### src/rtl/alu_issue_queue.sv
// ---------------------------------------------------------------------------
// alu_issue_queue
//
// Issue stage sitting directly in front of the 32-bit ALU.
//
// Decoded ops arrive on a valid/ready interface. The MIPS-style aluop/funct
// pair is translated into the 3-bit ALU function code at push time. Each op
// is then buffered in a small FIFO. The head entry is presented to the ALU
// from storage registers, using its own valid/ready handshake.
//
// Ports:
//   clk          single clock, rising edge
//   rst_n        synchronous active-low reset
//   in_valid     upstream op valid
//   in_ready     queue can accept (low while in reset or full)
//   in_aluop     00=add, 01=sub, 10=use funct, 11=illegal
//   in_funct     function field, used when aluop=10
//   in_a, in_b   32-bit operands
//   in_tag       opaque tag carried with the op
//   out_valid    head entry valid
//   out_ready    execute stage consumes the head
//   alu_a/alu_b  head operands (zero when empty)
//   alu_f        head ALU function code (zero when empty)
//   out_tag      head tag (zero when empty)
//   out_illegal  head op was undecodable (zero when empty)
//   err_cnt      saturating count of accepted illegal ops
//
// Optional feature macro: ALU_ISSUE_ERRCNT_EN
//   When defined, err_cnt counts accepted illegal pushes and saturates at
//   16'hFFFF. When undefined, err_cnt is tied to zero and no counter is built.
// ---------------------------------------------------------------------------
module alu_issue_queue #(
   parameter int DEPTH = 2,
   parameter int TAG_W = 5
) (
   input  logic             clk,
   input  logic             rst_n,
   input  logic             in_valid,
   output logic             in_ready,
   input  logic [1:0]       in_aluop,
   input  logic [5:0]       in_funct,
   input  logic [31:0]      in_a,
   input  logic [31:0]      in_b,
   input  logic [TAG_W-1:0] in_tag,
   output logic             out_valid,
   input  logic             out_ready,
   output logic [31:0]      alu_a,
   output logic [31:0]      alu_b,
   output logic [2:0]       alu_f,
   output logic [TAG_W-1:0] out_tag,
   output logic             out_illegal,
   output logic [15:0]      err_cnt
);

   localparam int PTR_W = (DEPTH > 1) ? $clog2(DEPTH) : 1;
   localparam int CNT_W = PTR_W + 1;
   localparam logic [CNT_W-1:0] FULL_CNT = CNT_W'(DEPTH);

   logic [31:0]      mem_a   [DEPTH];
   logic [31:0]      mem_b   [DEPTH];
   logic [2:0]       mem_f   [DEPTH];
   logic [TAG_W-1:0] mem_tag [DEPTH];
   logic             mem_ill [DEPTH];

   logic [PTR_W-1:0] wr_ptr;
   logic [PTR_W-1:0] rd_ptr;
   logic [CNT_W-1:0] count;

   logic       push;
   logic       pop;
   logic [2:0] dec_f;
   logic       dec_ill;

   // Ready depends only on reset and the stored count. A pop in the same
   // cycle never frees a slot for a push, so no ready path exists from
   // out_ready back to in_ready.
   assign in_ready  = rst_n && (count != FULL_CNT);
   assign out_valid = (count != '0);
   assign push      = in_valid && in_ready;
   assign pop       = out_valid && out_ready;

   // Translate aluop/funct into the ALU code. Any undecodable combination
   // becomes 011. The ALU leaves that code unused, so it produces y=0.
   always_comb begin
      dec_f   = 3'b011;
      dec_ill = 1'b1;
      case (in_aluop)
         2'b00: begin dec_f = 3'b010; dec_ill = 1'b0; end
         2'b01: begin dec_f = 3'b110; dec_ill = 1'b0; end
         2'b10: begin
            case (in_funct)
               6'b100000: begin dec_f = 3'b010; dec_ill = 1'b0; end
               6'b100010: begin dec_f = 3'b110; dec_ill = 1'b0; end
               6'b100100: begin dec_f = 3'b000; dec_ill = 1'b0; end
               6'b100101: begin dec_f = 3'b001; dec_ill = 1'b0; end
               6'b101010: begin dec_f = 3'b111; dec_ill = 1'b0; end
               default:   begin dec_f = 3'b011; dec_ill = 1'b1; end
            endcase
         end
         default: begin dec_f = 3'b011; dec_ill = 1'b1; end
      endcase
   end

   // The pointers wrap naturally because DEPTH is a power of two.
   always_ff @(posedge clk) begin
      if (!rst_n) begin
         wr_ptr <= '0;
         rd_ptr <= '0;
         count  <= '0;
      end else begin
         if (push) wr_ptr <= wr_ptr + PTR_W'(1);
         if (pop)  rd_ptr <= rd_ptr + PTR_W'(1);
         case ({push, pop})
            2'b10:   count <= count + CNT_W'(1);
            2'b01:   count <= count - CNT_W'(1);
            default: count <= count;
         endcase
      end
   end

   // Payload storage is not reset. Entries are only observable through the
   // count, and an empty queue forces the head outputs to zero.
   always_ff @(posedge clk) begin
      if (push) begin
         mem_a[wr_ptr]   <= in_a;
         mem_b[wr_ptr]   <= in_b;
         mem_f[wr_ptr]   <= dec_f;
         mem_tag[wr_ptr] <= in_tag;
         mem_ill[wr_ptr] <= dec_ill;
      end
   end

   assign alu_a       = out_valid ? mem_a[rd_ptr]   : '0;
   assign alu_b       = out_valid ? mem_b[rd_ptr]   : '0;
   assign alu_f       = out_valid ? mem_f[rd_ptr]   : '0;
   assign out_tag     = out_valid ? mem_tag[rd_ptr] : '0;
   assign out_illegal = out_valid ? mem_ill[rd_ptr] : 1'b0;

`ifdef ALU_ISSUE_ERRCNT_EN
   logic [15:0] err_q;

   // Illegal ops are counted when they are accepted, not when they leave.
   always_ff @(posedge clk) begin
      if (!rst_n) begin
         err_q <= '0;
      end else if (push && dec_ill && (err_q != 16'hFFFF)) begin
         err_q <= err_q + 16'd1;
      end
   end

   assign err_cnt = err_q;
`else
   assign err_cnt = 16'h0000;
`endif

endmodule

### config.mk
export PLATFORM = sky130hd
export DESIGN_NAME = alu_issue_queue
export DESIGN_NICKNAME = d
export VERILOG_FILES = /design/src/rtl/alu_issue_queue.sv
export SDC_FILE = /design/constraint.sdc
export NUM_CORES = 1
export LEC_CHECK = 0
export BUFFER_PORTS_ARGS = -buffer_cell sky130_fd_sc_hd__buf_2
export CAP_MARGIN = 40
export CORE_MARGIN = 3
export CORE_UTILIZATION = 40
export DETAILED_ROUTE_END_ITERATION = 6
export PLACE_DENSITY = 0.72
export SLEW_MARGIN = 20
export SYNTH_ARGS = -nofsm -noshare
export SYNTH_HDL_FRONTEND = slang
export SYNTH_SLANG_ARGS = --single-unit
### constraint.sdc
create_clock -name clk -period 4.95 [get_ports clk]
set_clock_uncertainty 0.2 [all_clocks]
set_input_delay 0.99 -clock clk [delete_from_list [all_inputs] [get_ports clk]]
set_output_delay 0.99 -clock clk [all_outputs]
set_load 0.005 [all_outputs]
======== After elaboration in Yosys (flattened, before gate mapping) ========
Memories as Yosys holds them, arrays and structs flattened. A register that Yosys moved wholly into a read port is not among the register bits.
Cells that the tools add are included.
cells by class
  equality and inequality tests ........... 10
  add/subtract/negate cells ............... 4
  reduce and logical (&&, ||, !) cells .... 8
  muxes and demuxes ....................... 22
operator list
  kind                                                  number
  two-way mux 32 bit                                    2
  equality test 6 bit (second input constant)           5
  one-hot mux 3 bit (5 select lines)                    1
  two-way mux 1 bit                                     14
  one-hot mux 3 bit (3 select lines)                    1
  two-way mux 5 bit                                     1
  OR reduction 5 bit                                    1
  equality test 2 x 1 -> 1 bit (second input constant)  2
  equality test 2 bit (second input constant)           2
  one-hot mux 2 bit (2 select lines)                    1
  nonzero test 2 bit                                    2
  logical AND 1 bit                                     3
  two-way mux 3 bit                                     1
  adder 1 bit (second input constant)                   2
  adder 2 x 1 -> 2 bit (second input constant)          1
  logical NOT 2 bit                                     1
  != test 2 bit (second input constant)                 1
  one-hot mux 1 bit (2 select lines)                    1
  OR reduction 2 bit                                    1
  subtractor 2 x 1 -> 2 bit (second input constant)     1
word-level totals
  memories ................................ 5
  bits of input ports ..................... 81
  logic and storage cells ................. 52
  register bits ........................... 4
  memory bits (writable) .................. 146
  output and inout bits ................... 91
memories
  name     words  width  rd ports  clocked after memory_dff  wr ports  RTL line  RTL
  mem_a    2      32     1         1                         1         59        logic [31:0] mem_a [DEPTH];
  mem_b    2      32     1         1                         1         60        logic [31:0] mem_b [DEPTH];
  mem_tag  2      5      1         1                         1         62        logic [TAG_W-1:0] mem_tag [DEPTH];
  mem_f    2      3      1         1                         1         61        logic [2:0] mem_f [DEPTH];
  mem_ill  2      1      1         1                         1         63        logic mem_ill [DEPTH];

======== Logic depth before layout (Yosys ltp) ========
Gate-level depths: netlist of run 1.
  word-level depth ........................ 5
  mapped depth ............................ 6
  mapped depth without buffers ............ 6

======== Least setup slack after synthesis of run 1 ========
Ideal clock, no wire load.
  path type ............................... input to register
  start ................................... in in_valid
  end ..................................... mem mem_a[1][0] (enable)
  setup time .............................. 505 ps
  path slack .............................. 108 ps
  required time ........................... 4245 ps
  stages .................................. 2
  arrival time ............................ 4137 ps
  path through ............................ nand3_1 > nor2_1
on the way
  cells in the longest elaborated chain, start to end .. 3
ends and longest elaborated chain
  item                                     RTL line  RTL
  start, declared                          38        input logic in_valid,
  logical AND 1 bit                        79        assign push = in_valid && in_ready;
  two-way mux 1 bit                        124       if (push) begin
  two-way mux 1 bit (not written as such)  125       mem_a[wr_ptr] <= in_a;
  end, declared                            59
No other way between the ends.

======== Worst setup path in the final report of run 1 ========
  start ................................... reg count[1]
  end ..................................... out alu_a[16]
on the way
  cells in the longest elaborated chain, start to end .. 2
ends and longest elaborated chain
  item                    RTL line  RTL
  start, declared         67        logic [CNT_W-1:0] count;
  start signal, assigned  114       2'b10: count <= count + CNT_W'(1);
  start signal, assigned  115       2'b01: count <= count - CNT_W'(1);
  start signal, assigned  116       default: count <= count;
  nonzero test 2 bit      78        assign out_valid = (count != '0);
  two-way mux 32 bit      133       assign alu_a = out_valid ? mem_a[rd_ptr] : '0;
  end, declared           47        output logic [31:0] alu_a,
No other way between the ends.

==> results of run 1 <==
==> registers in the layout, summed over array words and instances, names as in the netlist, named ones only <==
register  flops
count         2
mem_a        64
mem_b        64
mem_f         6
mem_ill       2
mem_tag      10
rd_ptr        1
wr_ptr        1
==> power by group through the flow <==
| stage | registers, mW | clock network (mW) | logic (mW) |
|---|---|---|---|
| after global routing | 1.57 | 1.49 | 1.10 |
| after global placement | 1.65 | 0 | 0.919 |
| after floorplan | 1.55 | 0 | 0.642 |
| after CTS | 1.56 | 1.43 | 1.02 |
| final | 1.56 | 1.40 | 0.989 |
| after detailed placement | 1.59 | 0 | 1.01 |
==> layer usage <==
layer / up-vias / wire length, um / GRT usage
met4: 2 / 93 / 0.0549
met1: 1666 / 4800 / 0.167
met3: 10 / 896 / 0.0588
met5: - / 13 / 0
met2: 138 / 5770 / 0.239
li1: 1649 / - / -
==> final timing paths <==
kind	to	slack, ps	cells past startpoint
max	alu_a[16]	1590	4
min	rd_ptr	300	2
max reg2reg	mem_b[0][23]	2630	5
min reg2reg	rd_ptr	300	2
==> stage by stage <==
step	std cells	hold slack (ps)	setup slack (ps)	utilization	cell area, sq um
after floorplan	383	272	108	-	6000
after global placement	691	288	1870	0.481	6840
after detailed placement	693	291	1990	0.485	6890
after CTS	725	305	1530	0.531	7540
after global routing	726	336	1410	0.531	7540
final	726	303	1590	0.531	7540
==> logic make-up (layout without fill, tap and decap cells) <==
| logic type | count (synthesis) | after routing | synth area share |
|---|---|---|---|
| flip-flops | 151 | 151 | 0.755 |
| AND/OR/NAND/NOR | 89 | 89 | 0.0609 |
| multiplexers | 74 | 74 | 0.125 |
| buffers and inverters | 39 | 201 | 0.0409 |
| AO/OA/AOI/OAI | 10 | 10 | 0.0114 |
| XOR/XNOR | 3 | 3 | 0.00442 |
| adder cells (fa/ha/maj) | 1 | 1 | 0.00211 |
| other | 1 | 17 | 0.000631 |
==> worst min-delay path: stages, from the launching register on <==
cell,delay (ps)
sky130_fd_sc_hd__dfxtp_1,320
sky130_fd_sc_hd__xor2_1,80
sky130_fd_sc_hd__nor2_1,70
==> cell type report <==
type,count,area share
flip-flops and latches,151,0.595
repair buffers,162,0.114
diodes,1,0.000332
clock buffers,17,0.0564
well taps,180,0.0299
inverters,7,0.00365
clock inverters,15,0.0300
multi-input cells,193,0.170
==> synthesized netlist by cell type, types with 2 or more instances <==
cell type	n	area, sq um
sky130_fd_sc_hd__a21oi_1	2	10.0
sky130_fd_sc_hd__buf_2	8	40.0
sky130_fd_sc_hd__buf_4	23	173
sky130_fd_sc_hd__dfxtp_1	5	100
sky130_fd_sc_hd__edfxtp_1	146	4380
sky130_fd_sc_hd__inv_1	7	26.3
sky130_fd_sc_hd__mux2i_1	74	741
sky130_fd_sc_hd__nand2b_1	2	12.5
sky130_fd_sc_hd__nand3_1	3	15.0
sky130_fd_sc_hd__nor2_1	78	293
sky130_fd_sc_hd__nor3b_1	3	22.5
sky130_fd_sc_hd__o21ai_0	4	20.0
sky130_fd_sc_hd__xor2_1	2	17.5
==> run metrics, run 1 <==
run status=completed; CP Cell Sequence=nor2_4 -> buf_4 -> nor2_1 -> buf_2; cell with the biggest individual delay on the critical path=sky130_fd_sc_hd__buf_4; critical path peak fanout=50; maximum number of pins on one net before global-route repair=51; H-tree depth reported by CTS=4; Initial Util=0.418; worst setup path category=flip-flop to output port; unrepaired setup endpoints after global routing=no; Congestion Overflow GR=0; number of port buffers=155; via total after detailed routing=3,465; clock insertion delay at the later pin of the skew report=410 ps; clock tree from TritonCTS=done; Post-CTS Resized=0; Pre-antenna DRT Iters=4; wire length reported by the detailed router=11,600 um; number of fillers in the final layout=1,217; I/O pins=172; Max Cap Viol=0; fmax=298 MHz; flop and latch count out of synthesis=151; Sw Share=0.281; part of the total power dissipated in sequential elements=0.395; initial antenna violation count=2; ys flop type=sky130_fd_sc_hd__edfxtp_1; share of layout cells above drive strength 1=0.363; P_int=2.84 mW; cell area after synthesis=5940 sq um; most common cell after layout, fill and taps aside=sky130_fd_sc_hd__buf_2; clock share of power=0.355; worst slew margin relative to its limit=0.625; type of origin of the critical path=flip-flop; library cell used as clock root buffer=sky130_fd_sc_hd__clkbuf_16; most used cells in the layout excluding fill and tap cells=sky130_fd_sc_hd__buf_2, sky130_fd_sc_hd__edfxtp_1, sky130_fd_sc_hd__nor2_1; number of max-slew violations in the final report=0; area growth from synthesis to layout=26.9%; Final Hold Viols=0; PnR Total Power=3.95 mW; Tmin final=3360 ps; startpoint of the most critical register-to-register path=count[0]; Die X=128 um; gate family responsible for the most delay along the worst path=buffers and inverters; Clk pin slew, worst setup/hold paths=60 ps; fin nets=614; combined buffer and inverter count along the critical path=2; Worst Path Arrival=2170 ps; number of buffers on the longest clock path=2; final setup vio count=0; power per cell area=524 nW/um^2; total clock sinks=151; ys async rst share=0; Hold Buf Count CTS=0; Ys Warns=0; Net Switching=1.11 mW; Critical path origin=count[1]; die span in y=128 um; die area=16,300 sq um; post-synthesis cell type count=24; multi-input combinational cell area=1280 sq um; leakage dissipation=2.90 nW; largest stage delay on the critical path=550 ps; Worst-Margin Slew=561 ps; global-route wire length before repair=18,000 um; mean routed wirelength per cell=15.9 um; sequential cell area=4490 sq um; Tightest Hold Check Type=flip-flop to flip-flop; fraction of the cycle the final worst path needs=0.679; violation count after the first detailed-route iteration=176; core area=14,200 sq um; HPWL after detailed placement=7760 um; worst-case vdd ir drop=260 uV; post-CTS setup-driven buffer insertion count=0; remaining design rule violation count=0; Mapped Cells=368; part of the total power dissipated in combinational logic=0.250; capturing element type of the critical path=output port; required time reported for the critical path endpoint=3760 ps; number of enable flip-flop cells after synthesis=146; aggregate global-route resource usage=0.144; num rows=43; share of synthesized area occupied by flip-flops and latches=0.755; via/cell ratio=4.77; sum of negative setup slack=0 ps; vias in the first global route=3,581; hold path start=rd_ptr; Final GP Congestion=0.717; post-synthesis average cell area=16.1 sq um; number of buffers created by CTS=17; number of nets with antenna violations after routing=0
No activity file was read; power rests on OpenSTA's default activity.
==> run 2, diff against run 1 <==
==> constraint.sdc (replaced) <==
create_clock -name clk -period 2.85 [get_ports clk]
set_clock_uncertainty 0.2 [all_clocks]
set_input_delay 0.57 -clock clk [delete_from_list [all_inputs] [get_ports clk]]
set_output_delay 0.57 -clock clk [all_outputs]
set_load 0.005 [all_outputs]
==> run metrics, run 2 (same netlist as run 1, synthesis figures left out) <==
Hold Buf Count CTS=0 (unchanged); worst-case vdd ir drop=409 uV (was 260 uV); hold path start=in_b[29] (was rd_ptr); number of fillers in the final layout=1,220 (was 1,217); clock insertion delay at the later pin of the skew report=410 ps (about the same); remaining design rule violation count=0 (unchanged); Final Hold Viols=0 (unchanged); number of max-slew violations in the final report=0 (unchanged); die span in y=128 um (unchanged); fraction of the cycle the final worst path needs=0.868; capturing element type of the critical path=output port (unchanged); Final GP Congestion=0.763 (was 0.717); Tmin final=2470 ps; area of placed instances=6920 sq um (was 6890 sq um); core area=14,200 sq um (unchanged); aggregate global-route resource usage=0.139 (was 0.144); post-route setup slack=375 ps (was 1590 ps); Worst Path Arrival=1700 ps (was 2170 ps); Tightest Hold Check Type=input port to flip-flop (was flip-flop to flip-flop); number of cells on the worst reg-to-reg path=4 (was 5); Max Cap Viol=0 (unchanged); via total after detailed routing=3,442 (was 3,465); vias in the first global route=3,476 (was 3,581); number of buffers on the longest clock path=2 (unchanged); Die X=128 um (unchanged); critical path peak fanout=35 (was 50); PnR Total Power=6.69 mW (was 3.95 mW); mean routed wirelength per cell=15.4 um (was 15.9 um); Clk pin slew, worst setup/hold paths=60 ps (about the same); final setup vio count=0 (unchanged); worst setup timing slack at the placement stage=766 ps (was 1990 ps); number of nets with antenna violations after routing=0 (unchanged); power per cell area=890 nW/um^2 (was 524 nW/um^2); leakage dissipation=2.89 nW (was 2.90 nW); via/cell ratio=4.74 (was 4.77); violation count after the first detailed-route iteration=259 (was 176); H-tree depth reported by CTS=4 (unchanged); I/O pins=172 (unchanged); post-route cell area=7520 sq um (was 7540 sq um); unrepaired setup endpoints after global routing=no (unchanged); total clock sinks=151 (unchanged); startpoint of the most critical register-to-register path=count[0] (unchanged); fin nets=615 (was 614); run status=completed (unchanged); global-route wire length before repair=17,400 um (was 18,000 um); area growth from synthesis to layout=26.5% (was 26.9%); required time reported for the critical path endpoint=2080 ps (was 3760 ps); post-CTS setup-driven buffer insertion count=0 (unchanged); Pre-antenna DRT Iters=6 (was 4); number of port buffers=155 (unchanged); fmax=404 MHz; Initial Util=0.418 (unchanged); n_diodes=0 (was 1); worst setup path category=flip-flop to output port (unchanged); share of layout cells above drive strength 1=0.355 (was 0.363); number of instances on the worst hold path=1 (was 2); number of buffers created by CTS=17 (unchanged); largest registers ranked by flip-flop count=mem_a x64, mem_b x64, mem_tag x10 (unchanged); clock tree from TritonCTS=done (unchanged); Hold WS=146 ps (was 303 ps); sum of negative setup slack=0 ps (unchanged); HPWL after detailed placement=7710 um (was 7760 um); Congestion Overflow GR=0 (unchanged); wire length reported by the detailed router=11,200 um (was 11,600 um); num rows=43 (unchanged); die area=16,300 sq um (unchanged); initial antenna violation count=0 (was 2); maximum number of pins on one net before global-route repair=41 (was 51); most common cell after layout, fill and taps aside=sky130_fd_sc_hd__buf_2 (unchanged); library cell used as clock root buffer=sky130_fd_sc_hd__clkbuf_16 (unchanged); most used cells in the layout excluding fill and tap cells=sky130_fd_sc_hd__buf_2, sky130_fd_sc_hd__edfxtp_1, sky130_fd_sc_hd__nor2_1 (unchanged); Post-CTS Resized=0 (unchanged); type of origin of the critical path=flip-flop (unchanged)
[run 2: worst max-delay path: stages (launching register included)]
cell and delay, ps:
sky130_fd_sc_hd__dfxtp_4 530, sky130_fd_sc_hd__buf_12 300, sky130_fd_sc_hd__mux2i_1 260, sky130_fd_sc_hd__nor2_1 50, sky130_fd_sc_hd__buf_2 140
[run 2: power by group]
group,total [mW],internal (mW),switching [mW]
clock,2.24,1.44,0.794
sequential,2.70,2.61,0.0929
combinational,1.75,0.790,0.962
total,6.69,4.84,1.85
[run 2: layer usage]
| metal | GRT usage | part of all wire |
|---|---|---|
| met2 | 0.238 | 0.50 |
| met1 | 0.156 | 0.39 |
| met4 | 0.0481 | 0.019 |
| met5 | 0 | 0 |
| met3 | 0.0613 | 0.084 |
[run 2: cell type report]
type	instances	area (sq um)	share of cell area
flip-flops and latches	151	4490	0.597
clock inverters	13	160	0.0213
inverters	7	27.5	0.00366
clock buffers	19	433	0.0576
multi-input cells	193	1280	0.171
well taps	180	225	0.0300
repair buffers	163	898	0.120
[run 2: final timing paths]
check / end / slack, ps
setup / recovery: alu_a[13] / 380
hold / removal: mem_b[0][29] / 150
setup reg to reg: mem_a[1][17] / 800
hold reg to reg: count[1] / 350
[run 2: metrics by stage]
stage,instances,util
after floorplan,383,-
after global placement,694,0.487
after detailed placement,694,0.487
after CTS,726,0.529
after global routing,726,0.529
final,726,0.529
==> run 3, diff against run 2 <==
--- a/config.mk
+++ b/config.mk
@@ -5,12 +5,13 @@
 export SDC_FILE = /design/constraint.sdc
 export NUM_CORES = 1
 export LEC_CHECK = 0
-export BUFFER_PORTS_ARGS = -buffer_cell sky130_fd_sc_hd__buf_2
 export CAP_MARGIN = 40
 export CORE_MARGIN = 3
 export CORE_UTILIZATION = 40
 export DETAILED_ROUTE_END_ITERATION = 6
-export PLACE_DENSITY = 0.72
+export DONT_BUFFER_PORTS = 1
+export GPL_TIMING_DRIVEN = 0
+export PLACE_DENSITY = 0.61
 export SLEW_MARGIN = 20
 export SYNTH_ARGS = -nofsm -noshare
 export SYNTH_HDL_FRONTEND = slang
==> run metrics, run 3 (same netlist as run 1, synthesis figures left out) <==
global-route wire length before repair=16,700 um (was 17,400 um); total clock sinks=151 (unchanged); H-tree depth reported by CTS=4 (unchanged); violation count after the first detailed-route iteration=112 (was 259); leakage dissipation=2.30 nW (was 2.89 nW); fin nets=488 (was 615); via total after detailed routing=2,940 (was 3,442); sequential cell area=4480 sq um (was 4490 sq um); post-route cell area=6880 sq um (was 7520 sq um); number of buffers on the longest clock path=2 (unchanged); number of nets with antenna violations after routing=0 (unchanged); critical path peak fanout=10 (was 35); Hold Buf Count CTS=0 (unchanged); I/O pins=172 (unchanged); Initial Util=0.418 (unchanged); wire length reported by the detailed router=10,900 um (was 11,200 um); Max Used Layer=met4 (unchanged); number of buffers created by CTS=17 (unchanged); unrepaired setup endpoints after global routing=no (unchanged); capturing element type of the critical path=output port (unchanged); aggregate global-route resource usage=0.136 (was 0.139); Final GP Congestion=0.691 (was 0.763); Congestion Overflow GR=0 (unchanged); met3 WL=1380 um (was 940 um); post-route setup slack=479 ps (was 375 ps); required time reported for the critical path endpoint=2080 ps (about the same); num rows=43 (unchanged); most used cells in the layout excluding fill and tap cells=sky130_fd_sc_hd__edfxtp_1, sky130_fd_sc_hd__nor2_1, sky130_fd_sc_hd__mux2i_1 (was sky130_fd_sc_hd__buf_2, sky130_fd_sc_hd__edfxtp_1, sky130_fd_sc_hd__nor2_1); worst slew margin relative to its limit=0.618; n_diodes=0 (unchanged); run status=completed (unchanged); fraction of the cycle the final worst path needs=0.832 (was 0.868); Worst Path Arrival=1600 ps (was 1700 ps); Max Cap Viol=0 (unchanged); die area=16,300 sq um (unchanged); fmax=422 MHz (was 404 MHz); worst-case vdd ir drop=443 uV (was 409 uV); most common cell after layout, fill and taps aside=sky130_fd_sc_hd__edfxtp_1 (was sky130_fd_sc_hd__buf_2); Pre-antenna DRT Iters=4 (was 6); number of port buffers=0 (was 155); Tightest Hold Check Type=input port to flip-flop (unchanged); Worst-Margin Slew=571 ps; Final Hold Viols=0 (unchanged); final setup vio count=0 (unchanged); Post-CTS Resized=0 (unchanged); power per cell area=893 nW/um^2 (was 890 nW/um^2); multi-input combinational cell area=1280 sq um (about the same); clock tree from TritonCTS=done (unchanged); post-CTS setup-driven buffer insertion count=0 (unchanged); remaining design rule violation count=0 (unchanged); HPWL after detailed placement=7620 um (was 7710 um); Tmin final=2370 ps (was 2470 ps); Hold WS=55.7 ps (was 146 ps); via/cell ratio=4.92 (was 4.74); core area=14,200 sq um (unchanged); vias in the first global route=3,157 (was 3,476); maximum number of pins on one net before global-route repair=44 (was 41); worst setup timing slack at the placement stage=611 ps (was 766 ps); area of placed instances=6330 sq um (was 6920 sq um); area growth from synthesis to layout=15.8% (was 26.5%); Clk pin slew, worst setup/hold paths=60 ps (about the same); share of layout cells above drive strength 1=0.151 (was 0.355); die span in y=128 um (unchanged); Met1 Routed Length=3930 um (was 4380 um); number of fillers in the final layout=1,230 (was 1,220); library cell used as clock root buffer=sky130_fd_sc_hd__clkbuf_16 (unchanged); mean routed wirelength per cell=18.2 um (was 15.4 um); clock insertion delay at the later pin of the skew report=410 ps (about the same); type of origin of the critical path=flip-flop (unchanged); number of max-slew violations in the final report=0 (unchanged); initial antenna violation count=0 (unchanged); worst setup path category=flip-flop to output port (unchanged); largest registers ranked by flip-flop count=mem_a x64, mem_b x64, mem_tag x10 (unchanged); wire length on met2=5410 um (was 5630 um); Die X=128 um (unchanged)
[run 3: metrics by stage]
| step | utilization | power (mW) | TNS, ps | instances |
|---|---|---|---|---|
| finish | 0.484 | 6.14 | 0 | 598 |
| global route | 0.484 | 6.49 | 0 | 598 |
| global placement | 0.439 | 4.17 | -70190 | 563 |
| detailed placement | 0.446 | 4.20 | 0 | 567 |
| CTS | 0.484 | 6.26 | 0 | 598 |
| floorplan | - | 3.81 | 0 | 383 |
[run 3: worst paths after layout]
| path | depth (start not counted) | end | slack (ps) | start |
|---|---|---|---|---|
| hold reg to reg | 2 | flip-flop | 310 | rd_ptr |
| hold / removal | 0 | mem_b[1][19] | 60 | in_b[19] |
| setup / recovery | 4 | alu_a[15] | 480 | count[0] |
| setup reg to reg | 5 | mem_b[1][29] | 620 | count[0] |
[run 3: report_power, final]
part	switching (mW)	internal, mW
registers	0.0433	2.60
logic	0.926	0.511
clock network	0.788	1.27
total	1.76	4.38
[run 3: per-layer routing]
metal  vias to the layer above  global-route usage
met5                         -                   0
met4                         0              0.0543
met3                        12              0.0792
met2                       132               0.224
met1                      1404               0.144
li1                       1392                   -
[run 3: worst max-delay path, cell delays in order (launching register included)]
cell	delay, ps
sky130_fd_sc_hd__dfxtp_1	350
sky130_fd_sc_hd__nor2_1	150
sky130_fd_sc_hd__buf_2	280
sky130_fd_sc_hd__buf_2	290
sky130_fd_sc_hd__nor2_1	130
[run 3: layout make-up]
| cell class | count | share of cell area |
|---|---|---|
| well taps | 180 | 0.0327 |
| plain buffers | 32 | 0.0315 |
| inverters | 7 | 0.00418 |
| multi-input cells | 193 | 0.186 |
| clock buffers | 20 | 0.0635 |
| clock inverters | 11 | 0.0158 |
| repair buffers | 4 | 0.0149 |
| flip-flops and latches | 151 | 0.652 |
